==> src/rtl/biu_constants_pkg.sv <==
// Shared types for the bus interface unit arbiter: access sizes, arbiter
// states and grant encodings.
package biu_constants_pkg;

    typedef enum logic [1:0] {
        SZ_BYTE = 2'b00,
        SZ_HALF = 2'b01,
        SZ_WORD = 2'b10
    } biu_size_t;

    typedef enum logic [1:0] {
        IDLE   = 2'b00,
        BUSY_I = 2'b01,
        BUSY_D = 2'b10
    } arb_state_t;

    localparam logic [1:0] GNT_NONE = 2'b00;
    localparam logic [1:0] GNT_I    = 2'b01;
    localparam logic [1:0] GNT_D    = 2'b10;

endpackage

==> src/rtl/biu_arb_timer.sv <==
// Transaction watchdog: 16-bit up-counter cleared on grant, counting while
// busy; expired flags the cycle the count equals TIMEOUT (0 = never).
module biu_arb_timer #(
    parameter int TIMEOUT = 255
) (
    input  logic clk,
    input  logic rstn,
    input  logic clr,
    input  logic en,
    output logic expired
);

    localparam logic [15:0] LIMIT = 16'(TIMEOUT);

    logic [15:0] cnt_q;
    logic [15:0] cnt_d;

    always_comb begin
        cnt_d = cnt_q;
        if (clr) begin
            cnt_d = '0;
        end else if (en && (cnt_q != 16'hFFFF)) begin
            cnt_d = cnt_q + 16'd1;
        end
    end

    always_ff @(posedge clk) begin
        if (!rstn) begin
            cnt_q <= '0;
        end else begin
            cnt_q <= cnt_d;
        end
    end

    assign expired = (TIMEOUT != 0) && en && (cnt_q == LIMIT);

endmodule

==> src/rtl/biu_arbiter.sv <==
// Two-master (instruction/data) arbiter onto one shared memory port.
// Optional ARB_ROUND_ROBIN_EN: ties go to the master not granted last.
//
//   state  | meaning
//   IDLE   | no owner; a pending request is granted on this edge
//   BUSY_I | instruction fetch owns mem_*; waiting for ack/err/timeout
//   BUSY_D | data access owns mem_*; waiting for ack/err/timeout
module biu_arbiter
    import biu_constants_pkg::*;
#(
    parameter int XLEN    = 32,
    parameter int TIMEOUT = 255
) (
    input  logic            clk,
    input  logic            rstn,
    input  logic            imem_req,
    input  logic [XLEN-1:0] imem_adr,
    output logic [XLEN-1:0] imem_q,
    output logic            imem_ack,
    output logic            imem_err,
    input  logic            dmem_req,
    input  logic            dmem_we,
    input  logic [XLEN-1:0] dmem_adr,
    input  logic [XLEN-1:0] dmem_d,
    input  biu_size_t       dmem_size,
    output logic [XLEN-1:0] dmem_q,
    output logic            dmem_ack,
    output logic            dmem_err,
    output logic            mem_req,
    output logic            mem_we,
    output logic [XLEN-1:0] mem_adr,
    output logic [XLEN-1:0] mem_d,
    output biu_size_t       mem_size,
    input  logic [XLEN-1:0] mem_q,
    input  logic            mem_ack,
    input  logic            mem_err,
    output logic [1:0]      arb_gnt
);

    arb_state_t      state_q;
    logic            mem_req_q;
    logic            mem_we_q;
    logic [XLEN-1:0] mem_adr_q;
    logic [XLEN-1:0] mem_d_q;
    biu_size_t       mem_size_q;
    logic [1:0]      gnt_q;

    logic any_req;
    logic pick_d;
    logic busy;
    logic grant;
    logic expired;
    logic done;

    assign any_req = imem_req | dmem_req;
    assign busy    = (state_q != IDLE);
    assign grant   = (state_q == IDLE) && any_req;

`ifdef ARB_ROUND_ROBIN_EN
    logic last_data_q;
    assign pick_d = dmem_req & (~imem_req | ~last_data_q);
`else
    assign pick_d = dmem_req;
`endif

    biu_arb_timer #(.TIMEOUT(TIMEOUT)) u_timer (
        .clk     (clk),
        .rstn    (rstn),
        .clr     (grant),
        .en      (busy),
        .expired (expired)
    );

    assign done = busy & (mem_ack | mem_err | expired);

    always_ff @(posedge clk) begin
        if (!rstn) begin
            state_q    <= IDLE;
            mem_req_q  <= 1'b0;
            mem_we_q   <= 1'b0;
            mem_adr_q  <= '0;
            mem_d_q    <= '0;
            mem_size_q <= SZ_WORD;
            gnt_q      <= GNT_NONE;
`ifdef ARB_ROUND_ROBIN_EN
            last_data_q <= 1'b0;
`endif
        end else begin
            case (state_q)
                IDLE: begin
                    if (any_req) begin
                        mem_req_q <= 1'b1;
                        if (pick_d) begin
                            state_q    <= BUSY_D;
                            gnt_q      <= GNT_D;
                            mem_adr_q  <= dmem_adr;
                            mem_d_q    <= dmem_d;
                            mem_we_q   <= dmem_we;
                            mem_size_q <= dmem_size;
                        end else begin
                            // fetches are word reads; mem_d keeps its last value
                            state_q    <= BUSY_I;
                            gnt_q      <= GNT_I;
                            mem_adr_q  <= imem_adr;
                            mem_we_q   <= 1'b0;
                            mem_size_q <= SZ_WORD;
                        end
`ifdef ARB_ROUND_ROBIN_EN
                        last_data_q <= pick_d;
`endif
                    end
                end
                default: begin
                    if (done) begin
                        state_q   <= IDLE;
                        mem_req_q <= 1'b0;
                        gnt_q     <= GNT_NONE;
                    end
                end
            endcase
        end
    end

    // ack beats a coincident timeout; nothing reaches a requester during reset
    assign imem_ack = rstn & (state_q == BUSY_I) & mem_ack;
    assign imem_err = rstn & (state_q == BUSY_I) & ~mem_ack & (mem_err | expired);
    assign dmem_ack = rstn & (state_q == BUSY_D) & mem_ack;
    assign dmem_err = rstn & (state_q == BUSY_D) & ~mem_ack & (mem_err | expired);

    assign imem_q   = mem_q;
    assign dmem_q   = mem_q;
    assign mem_req  = mem_req_q;
    assign mem_we   = mem_we_q;
    assign mem_adr  = mem_adr_q;
    assign mem_d    = mem_d_q;
    assign mem_size = mem_size_q;
    assign arb_gnt  = gnt_q;

endmodule

==> config.mk <==
export PLATFORM = sky130hd
export DESIGN_NAME = biu_arbiter
export DESIGN_NICKNAME = d
export VERILOG_FILES = /design/src/rtl/biu_constants_pkg.sv /design/src/rtl/biu_arb_timer.sv /design/src/rtl/biu_arbiter.sv
export SDC_FILE = /design/constraint.sdc
export NUM_CORES = 1
export LEC_CHECK = 0
export ABC_CLOCK_PERIOD_IN_PS = 2600
export BUFFER_PORTS_ARGS = -buffer_cell sky130_fd_sc_hd__buf_2
export CAP_MARGIN = 20
export CORE_ASPECT_RATIO = 0.6
export CORE_MARGIN = 2
export CORE_UTILIZATION = 25
export DETAILED_ROUTE_END_ITERATION = 8
export PLACE_DENSITY_LB_ADDON = 0.08
export SLEW_MARGIN = 20
export SYNTH_ARGS = -nofsm -noshare
export SYNTH_HDL_FRONTEND = slang
export SYNTH_HIERARCHICAL = 1
export SYNTH_SLANG_ARGS = --single-unit
export TNS_END_PERCENT = 5
==> constraint.sdc <==
create_clock -name clk -period 2.6 [get_ports clk]
set_input_delay 0.26 -clock clk [delete_from_list [all_inputs] [get_ports clk]]
set_output_delay 0.26 -clock clk [all_outputs]
set_load 0.02 [all_outputs]
# == Word level (Yosys, flattened, before mapping) ==
# Cells that the tools add are included.
# word_totals
register_bits,86
latchBits,0
ramBits,0
memories,0
inputBits,137
mem_bits_ro,0
# classes
add_sub_neg,1
reduce_logical,10
mul,0
magnitude_cmp,0
div_mod_pow,0
bitwise,15
eq_ne,5
n_shift,0
muxes,10
# ops
operator,count
2-to-1 mux 32 bit,1
"adder 16 x 1 -> 16 bit, second input constant",1
"== test 16 x 8 -> 1 bit, second input constant",1
"inequality test 16 bit, second input constant",1
2-to-1 mux 2 bit,5
AND 1 bit,9
2-to-1 mux 1 bit,4
bitwise OR 1 bit,4
AND reduction 2 bit,2
nonzero test 2 bit,2
logical AND 1 bit,3
AND reduction 3 bit,1
"== test 2 x 1 -> 1 bit, second input constant",1
"== test 2 bit, second input constant",1
zero test 2 bit,1
"inequality test 2 bit, second input constant",1
NOT 1 bit,2
OR reduction 2 bit,1

# == Logic depth before layout (Yosys ltp) ==
# Gate-level depths: netlist of the first run.
# depth
word_depth,6
mapped_depth,9
mapped_depth_nobuf,8

# == Hierarchy ==
# Netlist of the first run, hierarchy kept.
# by_module_without_submodules
module,n_inst,seq_area_each_um2,area_per_inst_um2,cells_each
biu_arbiter,1,1401.3,3847.4,388
biu_arb_timer,1,320.3,905.9,113

# == Worst setup path before layout of the first run ==
# OpenSTA, ideal clock, no wires.
# synth_path
path_kind,flip-flop to flip-flop
from,register arb_gnt[1] (netlist name)
to,register u_timer.cnt_q[15]
required_time_ns,2.530
arrival_time_ns,2.120
synth_period_minus_slack_ns,2.191
setup_ns,0.070
slack_ns,0.409
stages_incl_launch_ff,9
cell_sequence,dfxtp_1 > nor2_4 > inv_2 > buf_2 > nand3_1 > or3_1 > buf_2 > or4_1 > a21oi_1
# synth_rtl
element,line_no,rtl
end signal: assignment,biu_arb_timer.sv:31,cnt_q <= cnt_d;
end: declaration,biu_arb_timer.sv:15,logic [15:0] cnt_q;

# == Worst setup path after layout of the first run ==
# layout_path
from,register u_timer.cnt_q[0]
to,output port dmem_err
# layout_via
elab_chain_len,4
# layout_lines
element,line_no,rtl
== test 16 x 8 -> 1 bit,biu_arb_timer.sv:35,assign expired = (TIMEOUT != 0) && en && (cnt_q == LIMIT);
logical AND 1 bit,biu_arb_timer.sv:35,
net expired,biu_arbiter.sv:52,logic expired;
bitwise OR 1 bit,biu_arbiter.sv:128,assign dmem_err = rstn & (state_q == BUSY_D) & ~mem_ack & (mem_err | expired);
AND 1 bit,biu_arbiter.sv:128,
end: declaration,biu_arbiter.sv:28,"output logic dmem_err,"
# The timed path passes the listed nets, and every way through them passes these cells.

==> results.ini, run 1 <==
[floorplanning]
row_count = 39
design.core.area_mm2 = 0.0188
die_area_mm2 = 0.0202
io_pins = 275
die_y_um = 111
chipWidth_um = 182
start_util = 0.252

[critical_path]
slowest_delay_ns = 0.43
r2r_end = u_timer/cnt_q[10]
crit_chain = ha_1, nand2_1, nor3_2, and3_1, o211ai_1, nor2_1, buf_2
reg2reg_depth = 5
critPathTopFamily = simple AND/OR/NAND/NOR gates
critPathMaxFanout = 6
r2r-start = u_timer/cnt_q[0]
start_kind = flip-flop
crit_type = reg2out
crit_buf_inv = 1
reg2reg_slack_ns = 0.52
critPathArrivalTime_ns = 2.11
critPathCaptureType = primary output
required_ns = 2.34
slowest_stage = dfxtp_1

[min_path]
hp-class = in2reg
min_to = mem_d[20]
min_path_cells = 3
hp-start = dmem_d[20]

[power_and_ir_drop]
clkPwrFrac = 0.390
p_leak_nw = 2.68
swShare = 0.298
pwr-share-comb = 0.192
internal_power_w = 0.00247
p_seq_frac = 0.419
powerDensity_mw_per_mm2 = 623
ir_drop_mv = 0.285
p_switching_w = 0.00105

[timing]
worst_pin_slew_ns = 0.771
fin_hold_ws_ns = 0.143
hold_violations = 0
finalCriticalPeriod_ns = 2.37
skew_ns = 0.0137
fin_crit_sh = 0.912
rsz0062_at_grt = no
clock.fmax_mhz = 422
layout_setup_ws_ns = 0.230
relSlewSlack = 0.485
slew_violations = 0
setup_viol = 0
tns_ns = 0

[grt]
grt_pass1_vias = 3823
antenna_found_initial = 2
grt_max_degree = 74
grt_pass1_wl_um = 20200
track_usage = 0.128
overflow = 0

[cells_and_area]
utilization = 0.300
drive_gt1_frac = 0.505
final_area_mm2 = 0.00565
num-nets-final = 739
num-fill-cells = 2004
area_growth_pct = 18.8

[clocking]
clk_latency_ns = 0.36
post_cts.repair.setup_buffers = 0
cts_tree = yes
numCtsBuffers = 9
cts.sinks = 86
clk_pin_slew_ns = 0.07
h-tree-depth = 3
clock_path_buffers = 2
clock-root-buffer = clkbuf_16

[routing]
drtIter0Drc = 143
drc = 0
wire_per_inst_um = 14.9
wl_um = 12700
ant_nets = 0
num_vias = 3857
dr.pass1.iters = 4
routed_via_density = 4.52

[logic_synthesis]
synth-edff-count = 0
yosys_register_bits = 86
synthesis.nets = 639
ys_types = 50
avgSynthCellArea_um2 = 9.49
netlist_area_mm2 = 0.00475
synth_cells = 501
yosys_warnings = 6
ys_async_sr_fraction = 0
ys_seq_area_frac = 0.362
synth_ff_type = dfxtp_1

[placement]
placed_area_mm2 = 0.00532
dp_slack_ns = 0.477
dp_hpwl_um = 9150
place_congestion = 0.740
port_buffers = 178

[run_status]
status = completed

[job]
max-cap-violations = 0

==> cells by family after synthesis <==
logic type / after synthesis / share of synthesized area
and+or+nand+nor: 170 / 0.209
buffers and inverters: 106 / 0.156
AOI/OAI and AO/OA: 105 / 0.200
DFF: 86 / 0.362
muxes: 33 / 0.0695
adders and majority gates: 1 / 0.00263
==> cell usage in the layout (no fill, tap or decap), drive strengths merged, types with 2 or more instances in the layout <==
master and n:
nor4 4, nand2 73, a31oi 4, nand2b 5, a21oi 9, o21ai 7
nand4 3, clkbuf 10, buf 188, nor3b 2, o211a 32, nor3 5
nor2b 4, o211ai 3, or4 5, or2 2, nor2 14, o21a 2
or3 3, o31ai 5, dfxtp 86, and3 3, mux2i 33, a21boi 34
inv 11, nand3 45
==> power groups by stage <==
stage          clock [W]  combinational (W)  sequential [W]
2_1_floorplan          0           0.000484         0.00161
3_3_place_gp           0           0.000682         0.00150
3_5_place_dp           0           0.000687         0.00150
4_1_cts          0.00144           0.000689         0.00147
5_1_grt          0.00148           0.000739         0.00148
6_report         0.00137           0.000674         0.00147
==> worst max path at each step <==
stage                startpoint                 to  slack (ns)  depth (start not counted)
3_3_place_gp         arb_gnt[1]           dmem_err        0.50                          8
5_1_grt        u_timer/cnt_q[0]           dmem_err        0.08                          7
3_5_place_dp         arb_gnt[1]  u_timer/cnt_q[15]        0.48                          6
2_1_floorplan        arb_gnt[1]  u_timer/cnt_q[15]        0.41                          8
4_1_cts              arb_gnt[1]           dmem_err        0.09                          8
6_report       u_timer/cnt_q[0]           dmem_err        0.23                          7
==> per-stage QoR <==
| stage | total power, W | cells |
|---|---|---|
| finish | 0.00352 | 853 |
| global route | 0.00371 | 852 |
| CTS | 0.00360 | 852 |
| detailed placement | 0.00219 | 836 |
| global placement | 0.00218 | 836 |
| floorplan | 0.00209 | 501 |
==> worst reg2reg max path, delay by kind of cell (launching register included) <==
family          cells  cell delay, ns
fa+ha+maj           1            0.30
simple gates        3            1.14
compound gates      1            0.15
flops               1            0.43
==> what timing repair did <==
action / CTS / global route
endpoints found under the setup margin: 0 / 2
hold endpoints to repair: 0 / 0
hold buffers: 0 / 0
gates resized for setup: 0 / 3
==> synthesized netlist by cell type, types with 3 or more instances <==
master,n,share of area
nor2_1,11,0.0087
a21oi_1,9,0.0095
buf_8,3,0.0095
o31ai_1,5,0.0079
nand4_1,3,0.0039
and3_1,3,0.0039
nand2_2,59,0.078
nor3_1,5,0.0053
nor2_4,3,0.0071
or3_1,3,0.0039
nand3_1,43,0.045
inv_1,6,0.0047
or4_1,5,0.0079
buf_6,8,0.019
a21boi_2,30,0.071
clkbuf_1,15,0.012
buf_4,64,0.10
nor2b_1,4,0.0053
o211a_1,32,0.067
a31oi_1,4,0.0053
mux2i_1,33,0.069
o21ai_0,4,0.0042
dfxtp_1,86,0.36
nand2b_1,5,0.0066
buf_2,9,0.0095
nor4_1,3,0.0039
o211ai_1,3,0.0047
a21boi_1,4,0.0063
nand2_1,14,0.011
==> state kept, by name, summed over array words and instances (netlist names) <==
| register | cells |
|---|---|
| mem_size | 2 |
| mem_adr | 32 |
| mem_we | 1 |
| mem_d | 32 |
| arb_gnt | 2 |
| u_timer/cnt_q | 16 |
| mem_req | 1 |
==> layout make-up <==
cell class,instances,area [um^2],area share
sequential,86,1720,0.305
multi-input combinational,309,2290,0.406
antenna,1,2.50,0.000443
clock inverter,6,73.8,0.0131
clock buffer,10,239,0.0423
inverter,7,26.3,0.00465
timing repair buffer,188,978,0.173
tap,246,308,0.0545
==> per-layer routing <==
metal,wire length [um],vias up,share of wire,GRT usage
li1,-,1914,-,-
met1,6270,1743,0.49,0.168
met2,4970,160,0.39,0.180
met3,1160,38,0.091,0.0568
met4,315,2,0.025,0.0516
met5,9,-,0.00071,0
Note: power is estimated with default switching activity, not from simulation.
==> inputs of run 2 (changes only) <==
- SYNTH_HIERARCHICAL: 1 -> not set
==> run 2 against run 1 <==
Non-clock buffer count decreased by 2; critical path depth is 2 lower; clock skew decreased by 0.0061 ns; global-route usage shrank 0.30 points; area after synthesis decreased by 15%; largest cell class is now flip-flops and latches; final cell count down 6.4%; highest routed layer is now met4; core utilization increased by 1.2 points; synthesized cell count is 3.8% lower; clock power about the same.
==> results.ini, run 2 <==
[logic_synthesis]
ys_types = 40  ; was 50
avgSynthCellArea_um2 = 8.42  ; was 9.49 um^2
synthesis.nets = 620  ; was 639
synth_top_area_share = 0.424  ; was 0.362
yosys_warnings = 0  ; was 6
ys_top_cells_by_area = dfxtp_1 42%, buf_4 12%, mux2i_1 7.9%  ; was dfxtp_1 36%, buf_4 10%, nand2_2 7.8%
netlist_area_mm2 = 0.00406  ; was 0.00475 mm^2
synth_cells = 482  ; was 501
synth.top_cells.by_count = 86 x dfxtp_1, 75 x nand2_1, 65 x buf_4  ; was 86 x dfxtp_1, 64 x buf_4, 59 x nand2_2
ys_async_sr_fraction = 0  ; unchanged
synth_ff_type = dfxtp_1  ; unchanged
yosys_register_bits = 86  ; unchanged
synth_largest_area_cell = dfxtp_1  ; unchanged
yosysMostFrequentCell = dfxtp_1  ; unchanged
synth-edff-count = 0  ; unchanged
ys_seq_area_frac = 0.424  ; was 0.362

[cells_and_area]
drive_gt1_frac = 0.351  ; was 0.505
insertedDiodeCount = 0  ; was 1
final_cell_mix = 178 x buf_2, 86 x dfxtp_1, 75 x nand2_1, 45 x a21oi_1, 41 x nor2_1  ; was 178 x buf_2, 84 x dfxtp_1, 59 x nand2_2, 43 x nand3_1, 33 x mux2i_1
num-fill-cells = 1730  ; was 2004
mostFrequentLayoutCell = buf_2  ; unchanged
num-nets-final = 723  ; was 739
area_growth_pct = 23.3  ; was 18.8%
utilization = 0.312  ; was 0.300

[routing]
drtIter0Drc = 142  ; was 143
drc = 0  ; unchanged
ant_nets = 0  ; unchanged
dr.pass1.iters = 4  ; unchanged
num_vias = 3546  ; was 3857
wl_um = 11100  ; was 12700 um
wire_per_inst_um = 14.0  ; was 14.9 um
routed_via_density = 4.44  ; was 4.52

[timing]
fin_crit_sh = 0.830  ; was 0.912
relSlewSlack = 0.524  ; was 0.485
tns_ns = 0  ; unchanged
finalCriticalPeriod_ns = 2.16  ; was 2.37 ns
slew_violations = 0  ; unchanged
setup_viol = 0  ; unchanged
hold_violations = 0  ; unchanged
worst_pin_slew_ns = 0.706  ; was 0.771 ns
clock.fmax_mhz = 463  ; was 422 MHz
skew_ns = 0.00752  ; was 0.0137 ns
rsz0062_at_grt = no  ; unchanged

[min_path]
hp-class = in2reg  ; unchanged
min_to = mem_d[1]  ; was mem_d[20]
min_path_cells = 3  ; unchanged
hp-start = dmem_d[1]  ; was dmem_d[20]

[critical_path]
critPathTopFamily = simple AND/OR/NAND/NOR gates  ; unchanged
crit_type = reg2out  ; unchanged
r2r-start = u_timer.cnt_q[0]  ; was u_timer/cnt_q[0]
crit_buf_inv = 1  ; unchanged
slowest_delay_ns = 0.53  ; was 0.43 ns
crit_chain = or4_1, nor2_1, a21oi_1, nor4_1, buf_2  ; was ha_1, nand2_1, nor3_2, and3_1, o211ai_1, nor2_1, buf_2
critPathArrivalTime_ns = 1.90  ; was 2.11 ns
r2r_end = u_timer.cnt_q[10]  ; was u_timer/cnt_q[10]
reg2reg_depth = 5  ; unchanged
reg2reg_slack_ns = 0.57  ; was 0.52 ns
start_kind = flip-flop  ; unchanged
critPathCaptureType = primary output  ; unchanged
critPathMaxFanout = 8  ; was 6
slowest_stage = or4_1  ; was dfxtp_1
required_ns = 2.34  ; about the same

[placement]
place_congestion = 0.755  ; was 0.740
port_buffers = 178  ; unchanged
dp_hpwl_um = 8210  ; was 9150 um

[power_and_ir_drop]
ir_drop_mv = 0.274  ; was 0.285 mV
pwr-share-comb = 0.282  ; was 0.192
p_seq_frac = 0.389  ; was 0.419
p_leak_nw = 2.24  ; was 2.68 nW
powerDensity_mw_per_mm2 = 832  ; was 623 mW/mm^2
swShare = 0.339  ; was 0.298
clkPwrFrac = 0.329  ; was 0.390
internal_power_w = 0.00275  ; was 0.00247 W
p_total_w = 0.00416  ; was 0.00352 W
p_switching_w = 0.00141  ; was 0.00105 W

[floorplanning]
chipWidth_um = 168  ; was 182 um
design.core.area_mm2 = 0.0160  ; was 0.0188 mm^2
io_pins = 275  ; unchanged
row_count = 36  ; was 39
die_area_mm2 = 0.0173  ; was 0.0202 mm^2
die_y_um = 103  ; was 111 um
start_util = 0.253  ; was 0.252

[clocking]
post_cts.repair.setup_buffers = 0  ; unchanged
clock_path_buffers = 2  ; unchanged
cts_tree = yes  ; unchanged
hold_buffers = 0  ; unchanged
cts.sinks = 86  ; unchanged
clock-root-buffer = clkbuf_16  ; unchanged
clk_latency_ns = 0.34  ; was 0.36 ns
numCtsBuffers = 9  ; unchanged
h-tree-depth = 3  ; unchanged
cts.repair.resized = 0  ; unchanged
clk_pin_slew_ns = 0.07  ; about the same

[grt]
grt_pass1_wl_um = 16700  ; was 20200 um
track_usage = 0.125  ; was 0.128
grt_pass1_vias = 3216  ; was 3823
overflow = 0  ; unchanged
antenna_found_initial = 0  ; was 2
grt_max_degree = 52  ; was 74

[run_status]
status = completed  ; unchanged

[job]
max-cap-violations = 0  ; unchanged

-- run 2: changes by cell type in the layout (fill, tap and decap cells not counted), sizes merged, moves of 5 or more --
| cell | change |
|---|---|
| a211oi | +31 |
| a21boi | -34 |
| a21oi | +36 |
| inv | -6 |
| nand2b | -5 |
| nand3 | -40 |
| nor2 | +28 |
| o211a | -32 |
| or4 | +5 |
-- run 2: layout make-up --
cell class              count  area, um^2  area share
flip-flops and latches     86        1720       0.344
well taps                 209         262      0.0523
repair buffers            186         963       0.193
multi-input cells         297        1720       0.344
inverters                   5        18.8     0.00375
clock inverters             5        85.1      0.0170
clock buffers              10         229      0.0458
-- run 2: worst max-delay path by stage --
stage / startpoint / end / slack, ns / cells after the start
global placement: u_timer.cnt_q[0] / u_timer.cnt_q[12] / 0.62 / 5
global route: u_timer.cnt_q[8] / dmem_err / 0.25 / 5
detailed placement: u_timer.cnt_q[0] / u_timer.cnt_q[12] / 0.58 / 5
CTS: u_timer.cnt_q[8] / imem_err / 0.39 / 5
floorplan: arb_gnt[1] / imem_err / 0.64 / 5
finish: u_timer.cnt_q[8] / imem_err / 0.44 / 5
-- run 2: logic make-up (layout without fill, tap and decap cells) --
logic type,count (synthesis),in the layout,synth area share
adder cells (fa/ha/maj),1,1,0.00308
buffers and inverters,99,206,0.153
flip-flops,86,86,0.424
multiplexers,32,32,0.0790
AND/OR/NAND/NOR,159,159,0.179
AO/OA/AOI/OAI,105,105,0.162
-- run 2: worst register-to-register path, cell delays in order (launching register included) --
cell and delay (ns):
dfxtp_1 0.38, ha_1 0.20, nand3_2 0.18, or3_1 0.53
or4_1 0.53, a21oi_1 0.14
-- run 2: metal layers --
| layer | vias to the layer above | global-route usage | routed length, um |
|---|---|---|---|
| met1 | 1588 | 0.160 | 5310 |
| met3 | 10 | 0.0541 | 898 |
| met2 | 126 | 0.192 | 4840 |
| met5 | - | 0 | 0 |
| met4 | 0 | 0.0338 | 99 |
| li1 | 1822 | - | - |
-- run 2: power by group through the flow --
stage,registers (W),clock network (W),logic [W]
finish,0.00162,0.00137,0.00117
global route,0.00165,0.00149,0.00130
CTS,0.00162,0.00143,0.00119
detailed placement,0.00164,0,0.00119
global placement,0.00164,0,0.00118
floorplan,0.00188,0,0.000660
-- run 2: stage by stage --
stage / worst slack (ns) / hold slack [ns] / instance area (um^2) / instances
floorplan: 0.640 / 0.322 / 4060 / 482
global route: 0.254 / 0.149 / 5000 / 798
detailed placement: 0.580 / 0.446 / 4690 / 783
CTS: 0.394 / 0.143 / 5000 / 798
finish: 0.441 / 0.160 / 5000 / 798
global placement: 0.624 / 0.439 / 4690 / 783
==> inputs of run 3 (changes only) <==
- ABC_AREA: not set -> 1
- ABC_CLOCK_PERIOD_IN_PS: 2600 -> 2000
- clock period: 2.6 -> 2 ns (I/O delays scaled with it)
==> run 3 against run 2 <==
Largest cell class unchanged; hold slack worse by 0.076 ns; synthesized cell count is 17% higher; sequential power is 23% higher; clock power is 27% higher; non-clock buffer count is 3 higher.
==> results.ini, run 3 <==
[run_status]
status = completed  ; unchanged

[critical_path]
cp.depth = 10  ; was 5
critPathArrivalTime_ns = 1.65  ; was 1.90 ns
reg2reg_depth = 10  ; was 5
critPathMaxFanout = 4  ; was 8
reg2reg_slack_ns = 0.49  ; was 0.57 ns
r2r-start = u_timer.cnt_q[0]  ; unchanged
critPathTopFamily = simple AND/OR/NAND/NOR gates  ; unchanged
r2r_end = u_timer.cnt_q[0]  ; was u_timer.cnt_q[10]
required_ns = 1.80  ; was 2.34 ns
crit_path_end = dmem_err  ; was imem_err
cp_common_cell = inv_1
critPathCaptureType = primary output  ; unchanged
slowest_stage = dfxtp_4  ; was or4_1
crit_buf_inv = 4  ; was 1
crit_type = reg2out  ; unchanged
crit_chain = ha_2, inv_1, nor2_4, nand3_2, inv_2, nand2_2, inv_1, o21ai_1, nor2_1, buf_4  ; was or4_1, nor2_1, a21oi_1, nor4_1, buf_2
slowest_delay_ns = 0.35  ; was 0.53 ns
crit_path_start = u_timer.cnt_q[0]  ; was u_timer.cnt_q[8]
start_kind = flip-flop  ; unchanged

[floorplanning]
chipWidth_um = 170  ; was 168 um
start_util = 0.255  ; was 0.253
row_count = 36  ; unchanged
io_pins = 275  ; unchanged
die_y_um = 104  ; was 103 um
design.core.area_mm2 = 0.0162  ; was 0.0160 mm^2
die_area_mm2 = 0.0176  ; was 0.0173 mm^2

[logic_synthesis]
synth_ff_type = dfxtp_1  ; unchanged
yosysMostFrequentCell = nand2_1  ; was dfxtp_1
yosys_warnings = 0  ; unchanged
ys_types = 31  ; was 40
synthesis.nets = 701  ; was 620
synth_largest_area_cell = dfxtp_1  ; unchanged
synth.top_cells.by_count = 112 x nand2_1, 88 x nor2_1, 86 x dfxtp_1  ; was 86 x dfxtp_1, 75 x nand2_1, 65 x buf_4
synth-edff-count = 0  ; unchanged
yosys_register_bits = 86  ; unchanged
netlist_area_mm2 = 0.00414  ; was 0.00406 mm^2
ys_async_sr_fraction = 0  ; unchanged
ys_seq_area_frac = 0.416  ; was 0.424
synth_top_area_share = 0.416  ; was 0.424
synth_cells = 563  ; was 482
avgSynthCellArea_um2 = 7.35  ; was 8.42 um^2
ys_top_cells_by_area = dfxtp_1 42%, buf_4 12%, nand2_1 10%  ; was dfxtp_1 42%, buf_4 12%, mux2i_1 7.9%

[timing]
setup_viol = 0  ; unchanged
rsz0062_at_grt = no  ; unchanged
finalCriticalPeriod_ns = 1.85
fin_crit_sh = 0.926
relSlewSlack = 0.590  ; was 0.524
tns_ns = 0  ; unchanged
skew_ns = 0.00574  ; was 0.00752 ns
clock.fmax_mhz = 540
worst_pin_slew_ns = 0.614  ; was 0.706 ns
hold_violations = 0  ; unchanged
layout_setup_ws_ns = 0.148  ; was 0.441 ns
slew_violations = 0  ; unchanged

[cells_and_area]
num-fill-cells = 1769  ; was 1730
num-nets-final = 808  ; was 723
final_cell_mix = 176 x buf_2, 111 x nand2_1, 88 x nor2_1, 84 x dfxtp_1, 60 x o21ai_0  ; was 178 x buf_2, 86 x dfxtp_1, 75 x nand2_1, 45 x a21oi_1, 41 x nor2_1
insertedDiodeCount = 0  ; unchanged
area_growth_pct = 22.9  ; was 23.3%
mostFrequentLayoutCell = buf_2  ; unchanged
final_area_mm2 = 0.00508  ; was 0.00500 mm^2
drive_gt1_frac = 0.341  ; was 0.351
utilization = 0.314  ; was 0.312
fin_cells = 884  ; was 798

[power_and_ir_drop]
pwr-share-comb = 0.219  ; was 0.282
internal_power_w = 0.00327  ; was 0.00275 W
p_leak_nw = 2.38  ; was 2.24 nW
p_switching_w = 0.00151  ; was 0.00141 W
p_seq_frac = 0.417  ; was 0.389
powerDensity_mw_per_mm2 = 939  ; was 832 mW/mm^2
swShare = 0.316  ; was 0.339
clkPwrFrac = 0.364  ; was 0.329
ir_drop_mv = 0.355  ; was 0.274 mV

[clocking]
cts_tree = yes  ; unchanged
h-tree-depth = 3  ; unchanged
clock_path_buffers = 2  ; unchanged
clk_latency_ns = 0.33  ; was 0.34 ns
clock-root-buffer = clkbuf_16  ; unchanged
clk_pin_slew_ns = 0.07  ; about the same
hold_buffers = 0  ; unchanged
cts.sinks = 86  ; unchanged
numCtsBuffers = 9  ; unchanged

[grt]
grt_pass1_wl_um = 19700  ; was 16700 um
grt_pass1_vias = 3872  ; was 3216
track_usage = 0.139  ; was 0.125
overflow = 0  ; unchanged
antenna_found_initial = 0  ; unchanged
grt_max_degree = 71  ; was 52

[routing]
num_vias = 3897  ; was 3546
drtIter0Drc = 131  ; was 142
dr.pass1.iters = 4  ; unchanged
ant_nets = 0  ; unchanged
routed_via_density = 4.41  ; was 4.44
drc = 0  ; unchanged
wire_per_inst_um = 13.8  ; was 14.0 um
wl_um = 12200  ; was 11100 um

[job]
max-cap-violations = 0  ; unchanged

[placement]
place_congestion = 0.792  ; was 0.755
port_buffers = 178  ; unchanged
dpl.cell_count = 864  ; was 783
placed_area_mm2 = 0.00473  ; was 0.00469 mm^2
dp_hpwl_um = 8820  ; was 8210 um
dp_slack_ns = 0.204  ; was 0.580 ns

[min_path]
hp-class = in2reg  ; unchanged
min_path_cells = 3  ; unchanged

-- run 3: worst min path at each step --
stage	to	startpoint
after floorplan	mem_size[1]	dmem_size[1]
after global placement	dmem_q[11]	mem_q[11]
after detailed placement	dmem_q[11]	mem_q[11]
after CTS	mem_d[9]	dmem_d[9]
after global routing	mem_size[1]	dmem_size[1]
final	mem_d[18]	dmem_d[18]
-- run 3: power by group through the flow --
stage	Sequential (W)	Combinational (W)	Clock, W
finish	0.00199	0.00104	0.00174
global route	0.00201	0.00116	0.00189
CTS	0.00199	0.00105	0.00181
detailed placement	0.00203	0.00105	0
global placement	0.00202	0.00105	0
floorplan	0.00225	0.000607	0
-- run 3: logic make-up after synthesis --
family / Yosys count / synth area share
flip-flops: 86 / 0.416
adder cells (fa/ha/maj): 1 / 0.00302
AND/OR/NAND/NOR: 233 / 0.235
AO/OA/AOI/OAI: 122 / 0.162
XOR/XNOR: 6 / 0.0127
buffers and inverters: 115 / 0.170
-- run 3: worst register-to-register path: stages, from the launching register on --
cell     delay, ns
dfxtp_4       0.35
ha_2          0.19
inv_1         0.11
nor2_4        0.05
buf_4         0.13
nand2_2       0.06
inv_2         0.04
nand2_2       0.06
nand2_2       0.16
o21ai_0       0.21
nor2_1        0.06
-- run 3: what timing repair did --
item / in CTS / in global routing
resized for setup: 7 / 2
pin swaps: 1 / 0
endpoints found under the setup margin: 2 / 2
gates cloned: 0 / 0
setup buffers: 1 / 3
-- run 3: stage by stage --
stage	total power [W]	hold WS, ns
global placement	0.00308	0.400
global route	0.00506	0.0742
CTS	0.00485	0.0707
finish	0.00477	0.0840
floorplan	0.00285	0.331
detailed placement	0.00308	0.400
-- run 3: layout make-up --
type / count / area (um^2) / area share
Sequential cell: 86 / 1730 / 0.340
Inverter: 22 / 82.6 / 0.0162
Multi-Input combinational cell: 362 / 1720 / 0.337
Tap cell: 209 / 262 / 0.0514
Clock buffer: 10 / 239 / 0.0470
Timing Repair Buffer: 189 / 991 / 0.195
Clock inverter: 6 / 68.8 / 0.0135
-- run 3: layer usage --
layer,wire length (um),vias up,part of all wire,track usage
met5,0,-,0,0
met4,226,0,0.018,0.0452
met3,1080,16,0.088,0.0588
met2,5110,133,0.42,0.208
met1,5810,1753,0.48,0.180
li1,-,1995,-,-
